## src/rtl/seg7_pkg.sv

```systemverilog
// ---------------------------------------------------------------------------
// seg7_pkg
// Shared constants and helpers for the N-digit 7-segment display driver.
//   - SEG_0..SEG_F : active-low glyphs, bit order {g,f,e,d,c,b,a}
//   - SEG_BLANK    : all segments off
//   - SEG_ALL_OFF  : all anodes off (active-low), sliced to DIGITS by users
//   - hex_to_seg() : nibble to active-low glyph
// ---------------------------------------------------------------------------
package seg7_pkg;

    localparam int unsigned SEG_W      = 7;
    localparam int unsigned NIB_W      = 4;
    localparam int unsigned MAX_DIGITS = 8;

    localparam logic [SEG_W-1:0] SEG_0 = 7'b1000000;
    localparam logic [SEG_W-1:0] SEG_1 = 7'b1111001;
    localparam logic [SEG_W-1:0] SEG_2 = 7'b0100100;
    localparam logic [SEG_W-1:0] SEG_3 = 7'b0110000;
    localparam logic [SEG_W-1:0] SEG_4 = 7'b0011001;
    localparam logic [SEG_W-1:0] SEG_5 = 7'b0010010;
    localparam logic [SEG_W-1:0] SEG_6 = 7'b0000010;
    localparam logic [SEG_W-1:0] SEG_7 = 7'b1111000;
    localparam logic [SEG_W-1:0] SEG_8 = 7'b0000000;
    localparam logic [SEG_W-1:0] SEG_9 = 7'b0010000;
    localparam logic [SEG_W-1:0] SEG_A = 7'b0001000;
    localparam logic [SEG_W-1:0] SEG_B = 7'b0000011;
    localparam logic [SEG_W-1:0] SEG_C = 7'b1000110;
    localparam logic [SEG_W-1:0] SEG_D = 7'b0100001;
    localparam logic [SEG_W-1:0] SEG_E = 7'b0000110;
    localparam logic [SEG_W-1:0] SEG_F = 7'b0001110;

    localparam logic [SEG_W-1:0] SEG_BLANK = 7'h7F;

    // Anodes are active-low, so "all off" is all ones.
    localparam logic [MAX_DIGITS-1:0] SEG_ALL_OFF = '1;

    // Nibble to active-low glyph; 10..15 render as A b C d E F.
    function automatic logic [SEG_W-1:0] hex_to_seg(input logic [NIB_W-1:0] nibble);
        logic [SEG_W-1:0] glyph;
        glyph = SEG_BLANK;
        case (nibble)
            4'h0: glyph = SEG_0;
            4'h1: glyph = SEG_1;
            4'h2: glyph = SEG_2;
            4'h3: glyph = SEG_3;
            4'h4: glyph = SEG_4;
            4'h5: glyph = SEG_5;
            4'h6: glyph = SEG_6;
            4'h7: glyph = SEG_7;
            4'h8: glyph = SEG_8;
            4'h9: glyph = SEG_9;
            4'hA: glyph = SEG_A;
            4'hB: glyph = SEG_B;
            4'hC: glyph = SEG_C;
            4'hD: glyph = SEG_D;
            4'hE: glyph = SEG_E;
            4'hF: glyph = SEG_F;
            default: glyph = SEG_BLANK;
        endcase
        return glyph;
    endfunction

endpackage

```

## src/rtl/seg7_decoder.sv

```systemverilog
// ---------------------------------------------------------------------------
// seg7_decoder
// Combinational nibble-to-glyph decoder with a blank override.
//   nibble_i : hex/BCD nibble to render
//   blank_i  : force all segments off (leading-zero blanking)
//   seg_c_o  : active-low segments {g,f,e,d,c,b,a}, combinational
// ---------------------------------------------------------------------------
module seg7_decoder
    import seg7_pkg::*;
(
    input  logic [NIB_W-1:0] nibble_i,
    input  logic             blank_i,
    output logic [SEG_W-1:0] seg_c_o
);

    always_comb begin
        seg_c_o = hex_to_seg(nibble_i);
        if (blank_i) begin
            seg_c_o = SEG_BLANK;
        end
    end

endmodule

```

## src/rtl/seg7_mux_ndigit.sv

```systemverilog
// ---------------------------------------------------------------------------
// seg7_mux_ndigit
// Time-multiplexed N-digit common-anode 7-segment driver. Inputs are
// snapshotted once per frame so a frame never mixes old and new values;
// each digit slot opens with a dark interval to suppress ghosting.
//
// Parameters: DIGITS (1..8), REFRESH_DIV (cycles per slot, >= BLANK_CYC+2),
//             BLANK_CYC (dark cycles at the start of each slot)
// Ports:
//   clk, rst    : clock, asynchronous active-high reset
//   en          : display enable (0 holds scan at digit 0 and darkens display)
//   blank_lz    : leading-zero blanking request
//   digits      : DIGITS packed nibbles, digit 0 rightmost
//   dp_in       : per-digit decimal point request, active-high
//   seg, dp, an : registered active-low display pins
//   frame_tick  : one-cycle pulse when a new frame snapshot is taken
//
// Build option: define SEG7_LZ_BLANK_EN to include leading-zero blanking;
// without it blank_lz is ignored and no blanking logic exists.
// ---------------------------------------------------------------------------
module seg7_mux_ndigit
    import seg7_pkg::*;
#(
    parameter int unsigned DIGITS      = 4,
    parameter int unsigned REFRESH_DIV = 50000,
    parameter int unsigned BLANK_CYC   = 500
) (
    input  logic                    clk,
    input  logic                    rst,
    input  logic                    en,
    input  logic                    blank_lz,
    input  logic [NIB_W*DIGITS-1:0] digits,
    input  logic [DIGITS-1:0]       dp_in,
    output logic [SEG_W-1:0]        seg,
    output logic                    dp,
    output logic [DIGITS-1:0]       an,
    output logic                    frame_tick
);

    localparam int unsigned CNT_W = (REFRESH_DIV > 1) ? $clog2(REFRESH_DIV) : 1;
    localparam int unsigned IDX_W = (DIGITS > 1) ? $clog2(DIGITS) : 1;
    localparam int unsigned DIG_W = NIB_W * DIGITS;

    localparam logic [CNT_W-1:0] SLOT_LAST = CNT_W'(REFRESH_DIV - 1);
    localparam logic [CNT_W-1:0] DARK_END  = CNT_W'(BLANK_CYC);
    localparam logic [IDX_W-1:0] IDX_LAST  = IDX_W'(DIGITS - 1);
    localparam logic [DIGITS-1:0] AN_OFF   = SEG_ALL_OFF[DIGITS-1:0];

    logic [CNT_W-1:0]  slot_cnt_q, slot_cnt_d;
    logic [IDX_W-1:0]  idx_q, idx_d;
    logic [DIG_W-1:0]  snap_dig_q, snap_dig_d;
    logic [DIGITS-1:0] snap_dp_q, snap_dp_d;
    logic [DIGITS-1:0] an_q, an_d;
    logic [SEG_W-1:0]  seg_q, seg_d;
    logic              dp_q, dp_d;
    logic              frame_tick_q, frame_tick_d;

    logic              slot_end_c;
    logic              frame_end_c;
    logic              lit_c;
    logic [NIB_W-1:0]  cur_nib_c;
    logic              cur_dp_c;
    logic              lz_blank_c;
    logic [SEG_W-1:0]  dec_seg_c;

    assign slot_end_c  = (slot_cnt_q == SLOT_LAST);
    assign frame_end_c = slot_end_c && (idx_q == IDX_LAST);
    assign lit_c       = en && (slot_cnt_q >= DARK_END);

    // Slot/index counters and frame snapshot.
    always_comb begin
        slot_cnt_d   = slot_cnt_q;
        idx_d        = idx_q;
        snap_dig_d   = snap_dig_q;
        snap_dp_d    = snap_dp_q;
        frame_tick_d = 1'b0;

        if (!en) begin
            // Idle: park at digit 0 and keep tracking the inputs so the
            // first enabled frame shows current values.
            slot_cnt_d = '0;
            idx_d      = '0;
            snap_dig_d = digits;
            snap_dp_d  = dp_in;
        end else begin
            if (slot_end_c) begin
                slot_cnt_d = '0;
                idx_d      = (idx_q == IDX_LAST) ? '0 : idx_q + IDX_W'(1);
            end else begin
                slot_cnt_d = slot_cnt_q + CNT_W'(1);
            end
            if (frame_end_c) begin
                snap_dig_d   = digits;
                snap_dp_d    = dp_in;
                frame_tick_d = 1'b1;
            end
        end
    end

    // Select the snapshot nibble and decimal point for the current digit.
    always_comb begin
        cur_nib_c = '0;
        cur_dp_c  = 1'b0;
        for (int i = 0; i < int'(DIGITS); i++) begin
            if (idx_q == IDX_W'(i)) begin
                cur_nib_c = snap_dig_q[NIB_W*i +: NIB_W];
                cur_dp_c  = snap_dp_q[i];
            end
        end
    end

`ifdef SEG7_LZ_BLANK_EN
    logic [DIGITS-1:0] lz_mask_c;

    // Digit i>0 is a leading zero when it and every digit above it are zero.
    always_comb begin
        logic zero_above;
        zero_above = 1'b1;
        lz_mask_c  = '0;
        for (int i = int'(DIGITS) - 1; i >= 0; i--) begin
            zero_above   = zero_above && (snap_dig_q[NIB_W*i +: NIB_W] == 4'h0);
            lz_mask_c[i] = (i != 0) && zero_above;
        end
    end

    always_comb begin
        lz_blank_c = 1'b0;
        for (int i = 0; i < int'(DIGITS); i++) begin
            if (idx_q == IDX_W'(i)) begin
                lz_blank_c = blank_lz && lz_mask_c[i];
            end
        end
    end
`else
    logic unused_blank_lz;
    assign unused_blank_lz = blank_lz;
    assign lz_blank_c      = 1'b0;
`endif

    seg7_decoder u_decoder (
        .nibble_i (cur_nib_c),
        .blank_i  (lz_blank_c),
        .seg_c_o  (dec_seg_c)
    );

    // Display pins: dark unless enabled and past the slot's dark interval.
    always_comb begin
        an_d  = AN_OFF;
        seg_d = SEG_BLANK;
        dp_d  = 1'b1;
        if (lit_c) begin
            for (int i = 0; i < int'(DIGITS); i++) begin
                if (idx_q == IDX_W'(i)) begin
                    an_d[i] = 1'b0;
                end
            end
            seg_d = dec_seg_c;
            dp_d  = ~cur_dp_c;
        end
    end

    always_ff @(posedge clk or posedge rst) begin
        if (rst) begin
            slot_cnt_q   <= '0;
            idx_q        <= '0;
            snap_dig_q   <= '0;
            snap_dp_q    <= '0;
            an_q         <= AN_OFF;
            seg_q        <= SEG_BLANK;
            dp_q         <= 1'b1;
            frame_tick_q <= 1'b0;
        end else begin
            slot_cnt_q   <= slot_cnt_d;
            idx_q        <= idx_d;
            snap_dig_q   <= snap_dig_d;
            snap_dp_q    <= snap_dp_d;
            an_q         <= an_d;
            seg_q        <= seg_d;
            dp_q         <= dp_d;
            frame_tick_q <= frame_tick_d;
        end
    end

    assign an         = an_q;
    assign seg        = seg_q;
    assign dp         = dp_q;
    assign frame_tick = frame_tick_q;

endmodule

```

## config.mk

```make
export PLATFORM = sky130hd
export DESIGN_NAME = seg7_mux_ndigit
export DESIGN_NICKNAME = d
export VERILOG_FILES = /design/src/rtl/seg7_pkg.sv /design/src/rtl/seg7_decoder.sv /design/src/rtl/seg7_mux_ndigit.sv
export SDC_FILE = /design/constraint.sdc
export NUM_CORES = 1
export LEC_CHECK = 0
export ABC_CLOCK_PERIOD_IN_PS = 6400
export BUFFER_PORTS_ARGS = -buffer_cell sky130_fd_sc_hd__buf_2
export CAP_MARGIN = 20
export CELL_PAD_IN_SITES_DETAIL_PLACEMENT = 1
export CELL_PAD_IN_SITES_GLOBAL_PLACEMENT = 1
export CORE_MARGIN = 4
export CORE_UTILIZATION = 48
export CTS_CLUSTER_DIAMETER = 30
export CTS_CLUSTER_SIZE = 14
export DETAILED_ROUTE_END_ITERATION = 10
export GPL_TIMING_DRIVEN = 0
export PLACE_DENSITY_LB_ADDON = 0.08
export SETUP_SLACK_MARGIN = 0.3
export SLEW_MARGIN = 20
export SYNTH_ARGS = -nofsm -noshare
export SYNTH_HDL_FRONTEND = slang
export SYNTH_HIERARCHICAL = 1
export SYNTH_SLANG_ARGS = --single-unit
```

## constraint.sdc

```tcl
create_clock -name clk -period 6.4 [get_ports clk]
set_clock_uncertainty 0.1 [all_clocks]
set_input_delay 0.96 -clock clk [delete_from_list [all_inputs] [get_ports clk]]
set_output_delay 0.96 -clock clk [all_outputs]
set_load 0.1 [all_outputs]
```

## Word-level counts from Yosys, hierarchy flattened

Memory sizes are Yosys's and may differ from the RTL's.
Index checks and enable logic that the tools add are counted.

| storage, ports and cells | value |
|---|---|
| input port bits | 24 |
| memory bits (read-only) | 112 |
| memories kept | 1 |
| register bits after elaboration | 51 |
| logic and storage cells | 48 |

Memory list:

| name | depth | width | read ports | clocked after Yosys merged registers in | wr ports | RTL line | source |
|---|---|---|---|---|---|---|---|
| (name not given) | 16 | 7 | 1 | 0 | 0 | seg7_pkg.sv:41 | `case (nibble)` |

| operators by class | value |
|---|---|
| reductions and logical operators | 3 |
| eq/ne operators | 6 |
| add/subtract/negate cells | 2 |
| bitwise gates (word level) | 1 |
| $lt $le $gt $ge | 1 |
| mux-type cells | 26 |

Operators with widths:

| cell | number |
|---|---|
| 16-bit 2-to-1 mux | 4 |
| 4-bit 2-to-1 mux | 7 |
| 16-bit by 1-bit adder with 16-bit output, second input constant | 1 |
| 16-bit == test, second input constant | 1 |
| 16-bit by 9-bit greater-or-equal comparator with 1-bit output, second input constant | 1 |
| 1-bit 2-to-1 mux | 11 |
| 7-bit 2-to-1 mux | 1 |
| 2-bit 2-to-1 mux | 3 |
| 2-bit == test, second input constant | 2 |
| 2-bit by 1-bit inequality test with 1-bit output, second input constant | 2 |
| 2-bit by 1-bit adder with 2-bit output, second input constant | 1 |
| 2-bit by 1-bit == test with 1-bit output, second input constant | 1 |
| 1-bit logical AND | 2 |
| 2-bit logical NOT | 1 |
| 1-bit inverter | 1 |

## Longest topological paths before layout

Gate-level depths: netlist of the first run.

| depth | value |
|---|---|
| depth in word-level cells | 7 |
| gate-level depth with buffers | 13 |

## By module

Netlist of the first run, hierarchy kept.

By module, submodules not included:

| module | instances | area each (sq um) | cells each | sequential area each (sq um) |
|---|---|---|---|---|
| seg7_mux_ndigit | 1 | 2323.5 | 209 | 1291.2 |
| seg7_decoder | 1 | 274.0 | 39 | 0.0 |

## Worst setup path after synthesis of the first run

Ideal clock, no wire load.

| timing path | value |
|---|---|
| path type | reg-to-reg |
| from | reg idx_q[0] |
| to | reg seg_q[3] (netlist: seg[3]) |
| library setup time | 0.088 ns |
| setup slack | 3.370 ns |
| path buffers | 1 |
| data arrival time | 2.842 ns |
| period minus slack after synthesis | 3.030 ns |
| data required time | 6.212 ns |
| cell stages (with the launch flop) | 13 |
| path through | dfrtp_1 ha_1 clkbuf_1 nand3b_1 a21oi_1 a21oi_1 o21ai_0 inv_1 ha_1 inv_1 a2111oi_0 a31oi_1 or3_1 |

| on the way | value |
|---|---|
| longest elaborated chain between the ends | 7 |
| elaborated cells on any way between the ends | 10 |
| those cells by class | eq/ne (3); mux (5); reduce/logical (1); memory (1) |

Ends and longest elaborated chain:

| item | RTL line | source |
|---|---|---|
| from (decl) | seg7_mux_ndigit.sv:50 | `logic [IDX_W-1:0] idx_q, idx_d;` |
| from (signal assigned) | seg7_mux_ndigit.sv:174 | `idx_q <= idx_d;` |
| 2-bit logical NOT | seg7_mux_ndigit.sv:105 | `if (idx_q == IDX_W'(i)) begin` |
| 4-bit 2-to-1 mux (3 in series) | seg7_mux_ndigit.sv:105 |  |
| 4-bit 2-to-1 mux (*) | seg7_mux_ndigit.sv:105 |  |
| named net cur_nib_c[0] | seg7_mux_ndigit.sv:61 | `logic [NIB_W-1:0] cur_nib_c;` |
| memory 16 x 7 bit (*) | -- |  |
| named net dec_seg_c[3] | seg7_mux_ndigit.sv:64 | `logic [SEG_W-1:0] dec_seg_c;` |
| 7-bit 2-to-1 mux (*) | seg7_mux_ndigit.sv:151 | `if (lit_c) begin` |
| named net seg_d[3] | seg7_mux_ndigit.sv:54 | `logic [SEG_W-1:0] seg_q, seg_d;` |
| to (signal assigned) | seg7_mux_ndigit.sv:178 | `seg_q <= seg_d;` |
| to (decl) | seg7_mux_ndigit.sv:54 |  |

Mark *: on every way through the listed nets, which the timed path passes. The rest lies on a longest branch.
A chain may end at the register's enable or synchronous reset.

## Worst setup path after layout of the first run

| timing path | value |
|---|---|
| from | reg idx_q[1] |
| to | reg seg_q[3] (netlist: seg[3]) |

Same word-level chain as after synthesis.

==> results_dict.tcl, run 1 <==
set metrics [dict create \
    status "finished clean" \
    vias 1956 \
    synth_top_family_by_area "simple AND/OR/NAND/NOR gates" \
    yosysSeqAreaShare 0.4971 \
    fin_ws_ns 2.776 \
    holdPathStages 1 \
    ys_top_cells_by_area "dfrtp_1, dfstp_2, mux2_2" \
    core_sq_mm 0.005172 \
    rr_endpoint "seg[3]$_DFF_PP1_" \
    post-cts-setup-buffers 0 \
    grt_pass1_wl_mm 9.625 \
    crit_path_max_fanout 10 \
    synth-seq-cells 51 \
    synthMuxAreaShare 0.09393 \
    synthXorXnorAreaFrac 0.04046 \
    hp-start "snap_dig_q[4]$_DFFE_PP0P_" \
    postCtsHoldBufs 0 \
    p_leak_nw 1.311 \
    cp_slowest_stage_delay_ns 0.54 \
    path_delay_family "compound AO/OA/AOI/OAI gates" \
    yosys_most_used_dff "dfrtp_1" \
    finalSetupTns_ns 0 \
    diodes 0 \
    path_cells "inv_1, ha_1, clkbuf_1, nand3b_1, a21oi_1, a21oi_1, o21ai_0, inv_1, ha_1, inv_1, a2111oi_0, a31oi_1, or3_1" \
    cp.arrival_ns 3.75 \
    syn_to_final_growth_pct 15.61 \
    synth_cell_type_count 42 \
    cts_buffers 5 \
    min_path_type "reg -> reg" \
    period_needed_ns 3.624 \
    cp_slowest_cell "o21ai_0" \
    worst_pin_slew_ns 0.6504 \
    final-hold-violation-count 0 \
    final_cell_mix "buf_2, dfrtp_1, nand2_1, nor2_1, mux2_2" \
    yosysTopAreaCell "dfrtp_1" \
    clk_latency_ns 0.31 \
    fin_crit_sh 0.5663 \
    crit_buf_inv 4 \
    r2r_start "idx_q[1]$_DFFE_PP0P_" \
    crit_required_ns 6.53 \
    yosys.area.top_type_share 0.3757 \
    die_area_sq_mm 0.006652 \
    reg2reg_depth 13 \
    drt_iter0_drc 55 \
    clock_tree.root_cell "clkbuf_8" \
    nNetsFinal 335 \
    globalplace.congestion 0.7851 \
    netlist_instances 248 \
    synth_fa_ha_area_frac 0.06262 \
    ant_nets 0 \
    fin_util 0.5806 \
    hold_end "snap_dig_q[4]$_DFFE_PP0P_" \
    cts_sinks 51 \
    rows 26 \
    endpoint_kind "flip-flop" \
    pin_count 37 \
    cts_tree "yes" \
    worst_setup_path_start_kind "flip-flop" \
    clk_pin_slew_ns 0.10 \
    synthesis.area_sq_mm 0.002597 \
    synthSimpleGateAreaFrac 0.1710 \
    viasPerCell 5.301 \
    grt_max_degree 29 \
    wirelength_mm 5.689 \
    max_freq_mhz 275.9 \
    dp_hpwl_mm 4.296 \
    cts.htree.levels 2 \
    grt_pass1_vias 2043 \
    port_buffers 35 \
    vdd_drop_max_v 0.0001184 \
    worstSetupPathType "reg -> reg" \
    synth_edf_count 0 \
    die_h_microns 81.56 \
    first_pass_iters 4 \
    drc 0 \
    synthArstFlopShare 1.000 \
    antenna_found_initial 0 \
    relSlewSlack 0.5618 \
    place_ws_ns 2.854 \
    setup_violations 0 \
    cts.repair.resized 0 \
    start_util 0.5022 \
    wl_per_cell_microns 15.42 \
    die_x_microns 81.56 \
    path_common_cell "inv_1" \
    final_max_slew_viol_count 0 \
    rsz0062_at_grt "no" \
    drive_above_1_share 0.2876 \
    overflow 0 \
    synth_compound_area_frac 0.09345 \
    grtUsageTotal 0.1897 \
    clockBufferDepth 2 \
    drv_cap 0 \
    rrSetupSlack_ns 2.78 \
    avgSynthCellArea_sq_um 10.47 \
    ys_warn_count 6 \
    powerDensity_mw_per_mm2 205.9 \
]
==> per-stage QoR <==
stage / hold slack [ns] / instances / cell area (sq um) / total power, W
floorplan: 0.3805 / 255 / 2624 / 0.0004018
global placement: 0.3904 / 360 / 2887 / 0.0004219
detailed placement: 0.3961 / 361 / 2907 / 0.0004272
CTS: 0.4221 / 369 / 3003 / 0.0006284
global route: 0.4401 / 369 / 3003 / 0.0006526
finish: 0.4152 / 369 / 3003 / 0.0006183
==> how the worst max path moves through the flow <==
stage,from,end,depth (start not counted)
after floorplan,idx_q[0]$_DFFE_PP0P_,seg[3]$_DFF_PP1_,12
after global placement,idx_q[0]$_DFFE_PP0P_,seg[3]$_DFF_PP1_,12
after detailed placement,idx_q[1]$_DFFE_PP0P_,seg[3]$_DFF_PP1_,13
after CTS,idx_q[1]$_DFFE_PP0P_,seg[3]$_DFF_PP1_,13
after global routing,idx_q[1]$_DFFE_PP0P_,seg[3]$_DFF_PP1_,13
final,idx_q[1]$_DFFE_PP0P_,seg[3]$_DFF_PP1_,13
==> synthesized netlist by cell type (all sizes together) (2+ instances only) <==
cell      n
a31oi     5
or3      10
nor2     20
nor3      4
mux2i     3
and4      4
buf       5
clkbuf    4
nand3b    4
a2111oi   2
nand3     7
ha       13
xor2      4
mux2     19
dfstp    12
inv      16
dfrtp    39
and3      2
a21oi    14
xnor2     8
nand2    20
o21ai    14
nand4     3
nand2b    2
nor4      2
==> state kept, by name, summed over array words and instances (netlist names) <==
register,flops
seg,7
dp,1
snap_dig_q,16
frame_tick,1
slot_cnt_q,16
idx_q,2
an,4
snap_dp_q,4
==> report_power, final <==
group          switching, W  leakage, nW  internal [W]   total, W
combinational     0.0000405        0.641     0.0000338  0.0000742
sequential       0.00000920        0.624      0.000337   0.000346
clock              0.000117       0.0467     0.0000812   0.000198
==> layout make-up <==
cell class	instances	area [sq um]
tap	70	87.58
timing repair buffer	36	195.2
buffer	9	43.79
multi-input combinational	179	1229
clock buffer	5	68.82
sequential	51	1291
inverter	16	60.06
fill	603	2170
clock inverter	3	27.53
==> per-layer routing <==
layer / share of wire / GRT usage / wire (microns) / vias to the layer above
li1: - / - / - / 953
met4: 0.013 / 0.05236 / 76 / 0
met3: 0.045 / 0.04167 / 254 / 9
met5: 0 / 0 / 0 / -
met2: 0.49 / 0.3331 / 2810 / 40
met1: 0.45 / 0.2337 / 2548 / 954
==> cells by family (layout without fill, tap and decap cells) <==
kind of cell,count (synthesis),count (layout)
XOR/XNOR,12,12
buffers and inverters,25,69
flip-flops,51,51
AND/OR/NAND/NOR,83,83
AO/OA/AOI/OAI,41,41
other,1,8
adder cells (fa/ha/maj),13,13
multiplexers,22,22
==> worst register-to-register path: stages, from the launching register on <==
cell       delay [ns]
dfrtp_1          0.42
inv_1            0.09
ha_1             0.20
clkbuf_1         0.21
nand3b_1         0.21
a21oi_1          0.23
a21oi_1          0.08
o21ai_0          0.54
inv_1            0.23
ha_1             0.37
inv_1            0.04
a2111oi_0        0.40
a31oi_1          0.06
or3_1            0.36
(Power assumes the default switching activity.)
==> inputs of run 2 (changes only) <==
--- a/config.mk
+++ b/config.mk
@@ -5,13 +5,13 @@
 export SDC_FILE = /design/constraint.sdc
 export NUM_CORES = 1
 export LEC_CHECK = 0
-export ABC_CLOCK_PERIOD_IN_PS = 6400
+export ABC_CLOCK_PERIOD_IN_PS = 3500
 export BUFFER_PORTS_ARGS = -buffer_cell sky130_fd_sc_hd__buf_2
 export CAP_MARGIN = 20
 export CELL_PAD_IN_SITES_DETAIL_PLACEMENT = 1
 export CELL_PAD_IN_SITES_GLOBAL_PLACEMENT = 1
 export CORE_MARGIN = 4
-export CORE_UTILIZATION = 48
+export CORE_UTILIZATION = 44
 export CTS_CLUSTER_DIAMETER = 30
 export CTS_CLUSTER_SIZE = 14
 export DETAILED_ROUTE_END_ITERATION = 10
==> constraint.sdc (replaced) <==
create_clock -name clk -period 3.5 [get_ports clk]
set_clock_uncertainty 0.1 [all_clocks]
set_input_delay 0.525 -clock clk [delete_from_list [all_inputs] [get_ports clk]]
set_output_delay 0.525 -clock clk [all_outputs]
set_load 0.1 [all_outputs]
==> run 2 against run 1 <==
Effect of this change: critical path type unchanged; global-route usage fell by 1.7 points; largest cell class unchanged; utilization fell by 3.2 points; sequential cell count did not move; non-clock buffer count rose by 2; largest power group unchanged.
==> results_dict.tcl, run 2 (synthesis gave the netlist of run 1 again) <==
set metrics [dict create \
    crit_cells 12 \
    viasPerCell 5.311 \
    period_needed_ns 3.029 \
    path_delay_family "compound AO/OA/AOI/OAI gates" \
    worst_setup_path_start_kind "flip-flop" \
    drv_cap 0 \
    vdd_drop_max_v 0.0002480 \
    relSlewSlack 0.6462 \
    status "finished clean" \
    grt_pass1_wl_mm 10.01 \
    p_sw_frac 0.2307 \
    fin_util 0.5489 \
    rrSetupSlack_ns 0.47 \
    p_seq_frac 0.501 \
    r2r_start "idx_q[0]$_DFFE_PP0P_" \
    overflow 0 \
    wirelength_mm 5.660 \
    pin_count 37 \
    crit_buf_inv 3 \
    cp_slowest_stage_delay_ns 0.43 \
    p_switching_w 0.0002904 \
    p_comb_frac 0.117 \
    reg2reg_depth 12 \
    port_buffers 35 \
    cts_buffers 5 \
    final_cell_mix "buf_2, dfrtp_1, nand2_1, nor2_1, mux2_2" \
    endpoint_kind "flip-flop" \
    cts_sinks 51 \
    drive_above_1_share 0.3090 \
    cts_tree "yes" \
    regArea_sq_mm 0.001291 \
    worstSetupPathType "reg -> reg" \
    fin_crit_sh 0.8655 \
    globalplace.congestion 0.7548 \
    clk_pin_slew_ns 0.09 \
    drt_iter0_drc 68 \
    holdWs_ns 0.1007 \
    diodes 0 \
    crit_path_max_fanout 10 \
    critPathCapture "seg[3]$_DFF_PP1_" \
    path_cells "inv_1, ha_1, clkbuf_1, a21oi_1, a21oi_1, o21ai_2, buf_4, ha_1, nor2b_1, a2111oi_2, a31oi_1, or3_1" \
    worst_pin_slew_ns 0.5258 \
    crit_required_ns 3.63 \
    core_sq_mm 0.005608 \
    fin_ws_ns 0.4706 \
    die_area_sq_mm 0.007197 \
    clk_latency_ns 0.31 \
    vias 1981 \
    grt_max_degree 34 \
    p_clk_frac 0.382 \
    grtUsageTotal 0.1724 \
    first_pass_iters 4 \
    powerDensity_mw_per_mm2 409.1 \
    die_x_microns 84.84 \
    drc 0 \
    rr_endpoint "seg[3]$_DFF_PP1_" \
    worstSetupStartpoint "idx_q[0]$_DFFE_PP0P_" \
    setup_violations 0 \
    min_path_type "in -> async" \
    place_ws_ns -0.1376 \
    postCtsHoldBufs 0 \
    max_freq_mhz 330.1 \
    final-hold-violation-count 0 \
    final_max_slew_viol_count 0 \
    rsz0062_at_grt "no" \
    cts.htree.levels 2 \
    syn_to_final_growth_pct 18.50 \
    start_util 0.4632 \
    wl_per_cell_microns 15.17 \
    p_leak_nw 1.348 \
    dp_hpwl_mm 4.256 \
    multi_input_area_sq_mm 0.001249 \
    nNetsFinal 337 \
    cp_slowest_cell "dfrtp_1" \
    final_common_cell "buf_2" \
    rows 27 \
    fillCellCount 659 \
    ant_nets 0 \
    die_h_microns 84.84 \
    grt_pass1_vias 2163 \
    internal-power_w 0.0009686 \
    cp.arrival_ns 3.16 \
    clock_tree.root_cell "clkbuf_8" \
    clockBufferDepth 2 \
    antenna_found_initial 0 \
]
run 2: changes by cell type in the layout (fill, tap and decap cells not counted), sizes merged:
| cell | delta |
|---|---|
| buf | +3 |
| bufinv | +2 |
| inv | -2 |
| clkinvlp | -1 |
run 2: worst min path at each step:
stage | end | depth (start not counted) | startpoint
after floorplan | snap_dig_q[4]$_DFFE_PP0P_ | 1 | snap_dig_q[4]$_DFFE_PP0P_
after global placement | snap_dig_q[6]$_DFFE_PP0P_ | 1 | snap_dig_q[6]$_DFFE_PP0P_
after detailed placement | snap_dig_q[0]$_DFFE_PP0P_ | 1 | snap_dig_q[0]$_DFFE_PP0P_
after CTS | slot_cnt_q[6]$_DFF_PP0_ | 2 | rst
after global routing | slot_cnt_q[6]$_DFF_PP0_ | 2 | rst
final | slot_cnt_q[6]$_DFF_PP0_ | 2 | rst
run 2: repair_timing:
action | CTS | global route
setup endpoints to repair | 6 | 5
setup buffers | 1 | 1
pin swaps | 1 | 1
resized for setup | 5 | 8
run 2: final cells by class:
class                      instances  share of cell area
clock buffer                       6             0.02358
clock inverter                     2             0.01951
sequential                        51              0.4195
buffer                             9             0.01463
timing repair buffer              38             0.06829
tap                               72             0.02927
inverter                          16             0.01951
multi-input combinational        179              0.4057
run 2: stage by stage:
step / std cells / area [sq um] / TNS (ns) / power [W]
after floorplan: 255 / 2624 / 0 / 0.0007347
after global routing: 373 / 3078 / 0 / 0.001323
after detailed placement: 363 / 2909 / -0.1376 / 0.0007805
after CTS: 372 / 3058 / 0 / 0.001272
after global placement: 362 / 2889 / -0.02124 / 0.0007715
final: 373 / 3078 / 0 / 0.001259
run 2: power groups by stage:
stage	logic, W	registers, W	clock network [W]
detailed placement	0.000138	0.000643	0
floorplan	0.0000971	0.000638	0
global placement	0.000130	0.000642	0
CTS	0.000143	0.000632	0.000498
finish	0.000147	0.000631	0.000481
global route	0.000168	0.000636	0.000519
run 2: worst reg2reg max path, cell delays in order, from the launching register on:
cell	delay (ns)
dfrtp_1	0.43
inv_1	0.11
ha_1	0.18
clkbuf_1	0.37
a21oi_1	0.11
a21oi_1	0.18
o21ai_2	0.10
buf_4	0.18
ha_1	0.22
nor2b_1	0.16
a2111oi_2	0.37
a31oi_1	0.07
or3_1	0.35
run 2: routing by layer:
metal  track usage  vias up  wire length [microns]
met1        0.2140      983                   2578
met5             0        -                      0
met4       0.05324        0                     72
met3       0.03981        6                    226
met2        0.2982       34                   2783
li1              -      958                      -
==> inputs of run 3 (changes only) <==
--- a/config.mk
+++ b/config.mk
@@ -10,8 +10,9 @@
 export CAP_MARGIN = 20
 export CELL_PAD_IN_SITES_DETAIL_PLACEMENT = 1
 export CELL_PAD_IN_SITES_GLOBAL_PLACEMENT = 1
-export CORE_MARGIN = 4
+export CORE_MARGIN = 2
 export CORE_UTILIZATION = 44
+export CTS_BUF_LIST = sky130_fd_sc_hd__clkbuf_8 sky130_fd_sc_hd__clkbuf_16
 export CTS_CLUSTER_DIAMETER = 30
 export CTS_CLUSTER_SIZE = 14
 export DETAILED_ROUTE_END_ITERATION = 10
==> run 3 against run 2 <==
Effect of this change: via count down 0.20%; final area increased by 0.57%; total power shrank 5.0%; combinational power rose by 5%; global-route usage increased by 2.2 points; die area decreased by 9.2%; sequential cell count did not move.
==> results_dict.tcl, run 3 (synthesis gave the netlist of run 1 again) <==
set metrics [dict create \
    die_h_microns 80.84 \
    core_sq_mm 0.005608 \
    min_path_type "in -> async" \
    cp_slowest_cell "a2111oi_4" \
    cp_slowest_stage_delay_ns 0.41 \
    worst_pin_slew_ns 0.6605 \
    rrSetupSlack_ns 0.51 \
    drive_above_1_share 0.3224 \
    fillCellCount 653 \
    overflow 0 \
    fin_area_sq_mm 0.003095 \
    path_common_cell "a21oi_1" \
    crit_required_ns 3.63 \
    max_freq_mhz 334.5 \
    drc 0 \
    critPathCapture "seg[0]$_DFF_PP1_" \
    die_x_microns 80.84 \
    powerDensity_mw_per_mm2 386.2 \
    top_usage_layer "met2" \
    final_cell_mix "buf_2, dfrtp_1, nand2_1, nor2_1, mux2_2" \
    final_common_cell "buf_2" \
    holdWs_ns 0.1492 \
    wirelength_mm 5.846 \
    setup_violations 0 \
    reg2reg_depth 13 \
    multi_input_area_sq_mm 0.001265 \
    rows 27 \
    clockBufferDepth 2 \
    status "finished clean" \
    cts_buffers 5 \
    relSlewSlack 0.5556 \
    ant_nets 0 \
    worstSetupStartpoint "idx_q[1]$_DFFE_PP0P_" \
    diodes 0 \
    grt_use_met2 0.3388 \
    cts_tree "yes" \
    place_area_sq_mm 0.002909 \
    syn_to_final_growth_pct 19.17 \
    viasPerCell 5.258 \
    drt_iter0_drc 63 \
    regArea_sq_mm 0.001291 \
    postCtsHoldBufs 0 \
    fin_crit_sh 0.8543 \
    nNetsFinal 340 \
    die_area_sq_mm 0.006534 \
    final_max_slew_viol_count 0 \
    vdd_drop_max_v 0.0002390 \
    crit_path_max_fanout 10 \
    crit_buf_inv 3 \
    finalSetupTns_ns 0 \
    grt_pass1_wl_mm 9.666 \
    use_met1 0.2463 \
    r2r_start "idx_q[1]$_DFFE_PP0P_" \
    globalplace.congestion 0.7478 \
    clk_pin_slew_ns 0.10 \
    first_pass_iters 4 \
    antenna_found_initial 0 \
    crit_cells 13 \
    met3_usage 0.03222 \
    rsz0062_at_grt "no" \
    vias 1977 \
    final-hold-violation-count 0 \
    wl_per_cell_microns 15.55 \
    worst_setup_path_start_kind "flip-flop" \
    dp_hpwl_mm 4.202 \
    placed_cells 363 \
    clk_latency_ns 0.31 \
    drv_cap 0 \
    pin_count 37 \
    grtUsageTotal 0.1943 \
    cts_sinks 51 \
    path_cells "inv_1, ha_1, buf_2, nand3b_1, a21oi_1, a21oi_1, o21ai_2, inv_2, ha_1, nor2b_1, a2111oi_4, a21oi_1, or3_1" \
    rr_endpoint "seg[0]$_DFF_PP1_" \
    endpoint_kind "flip-flop" \
    grt_max_degree 28 \
    final_cells 376 \
    clock_tree.root_cell "clkbuf_8" \
    path_delay_family "compound AO/OA/AOI/OAI gates" \
    start_util 0.4632 \
    port_buffers 35 \
    cp.arrival_ns 3.12 \
    p_leak_nw 1.360 \
    grt_pass1_vias 2022 \
    worstSetupPathType "reg -> reg" \
    period_needed_ns 2.990 \
    cts.htree.levels 2 \
]
run 3: cell types whose count changed in the layout (fill, tap and decap cells not counted):
cell,delta
clkbuf_2,+1
a2111oi_2,-1
bufinv_16,-1
inv_1,+1
clkinvlp_4,+1
o21ai_1,-1
clkbuf_1,-2
o21ai_2,+1
a2111oi_4,+1
buf_4,+3
run 3: how the worst min path moves through the flow:
stage,start,to,slack [ns],cells after the start
6_report,rst,snap_dp_q[1]$_DFFE_PP0P_,0.15,2
5_1_grt,rst,slot_cnt_q[6]$_DFF_PP0_,0.19,2
2_1_floorplan,snap_dig_q[4]$_DFFE_PP0P_,snap_dig_q[4]$_DFFE_PP0P_,0.38,1
4_1_cts,rst,slot_cnt_q[6]$_DFF_PP0_,0.17,2
3_3_place_gp,snap_dig_q[6]$_DFFE_PP0P_,snap_dig_q[6]$_DFFE_PP0P_,0.39,1
3_5_place_dp,snap_dig_q[5]$_DFFE_PP0P_,snap_dig_q[5]$_DFFE_PP0P_,0.40,1
run 3: repair_timing:
action	CTS	global route
resized for setup	8	9
buffers inserted	3	2
pin swaps	3	3
setup endpoints to repair	5	4
hold endpoints to repair	0	0
run 3: cell type report:
type,instances,area share
well taps,72,0.02910
plain buffers,9,0.01496
flip-flops and latches,51,0.4171
repair buffers,41,0.07518
multi-input cells,179,0.4086
clock buffers,5,0.02223
clock inverters,3,0.01334
inverters,16,0.01940
run 3: worst register-to-register path: stages (launching register included):
cell,delay (ns)
dfrtp_1,0.40
inv_1,0.08
ha_1,0.19
buf_2,0.18
nand3b_1,0.19
a21oi_1,0.16
a21oi_1,0.07
o21ai_2,0.17
inv_2,0.08
ha_1,0.23
nor2b_1,0.20
a2111oi_4,0.41
a21oi_1,0.10
or3_1,0.35
run 3: report_power, final:
part	leakage, nW	internal [W]	total (W)	switching (W)
clock	0.0556	0.000211	0.000411	0.000200
sequential	0.624	0.000615	0.000631	0.0000157
combinational	0.681	0.0000699	0.000154	0.0000839
total	1.36	0.000896	0.00120	0.000300
run 3: layer usage:
layer	part of all wire	routed length (microns)	vias up
met5	0	0	-
met4	0.014	81	0
met3	0.037	217	9
met2	0.49	2893	43
met1	0.45	2654	963
li1	-	-	962
run 3: through the flow:
step,setup slack [ns],power [W],util
floorplan,0.4704,0.0007347,-
global route,0.2939,0.001253,0.5520
CTS,0.3546,0.001205,0.5471
finish,0.5101,0.001196,0.5520
global placement,-0.02800,0.0007714,0.5152
detailed placement,-0.09332,0.0007795,0.5187
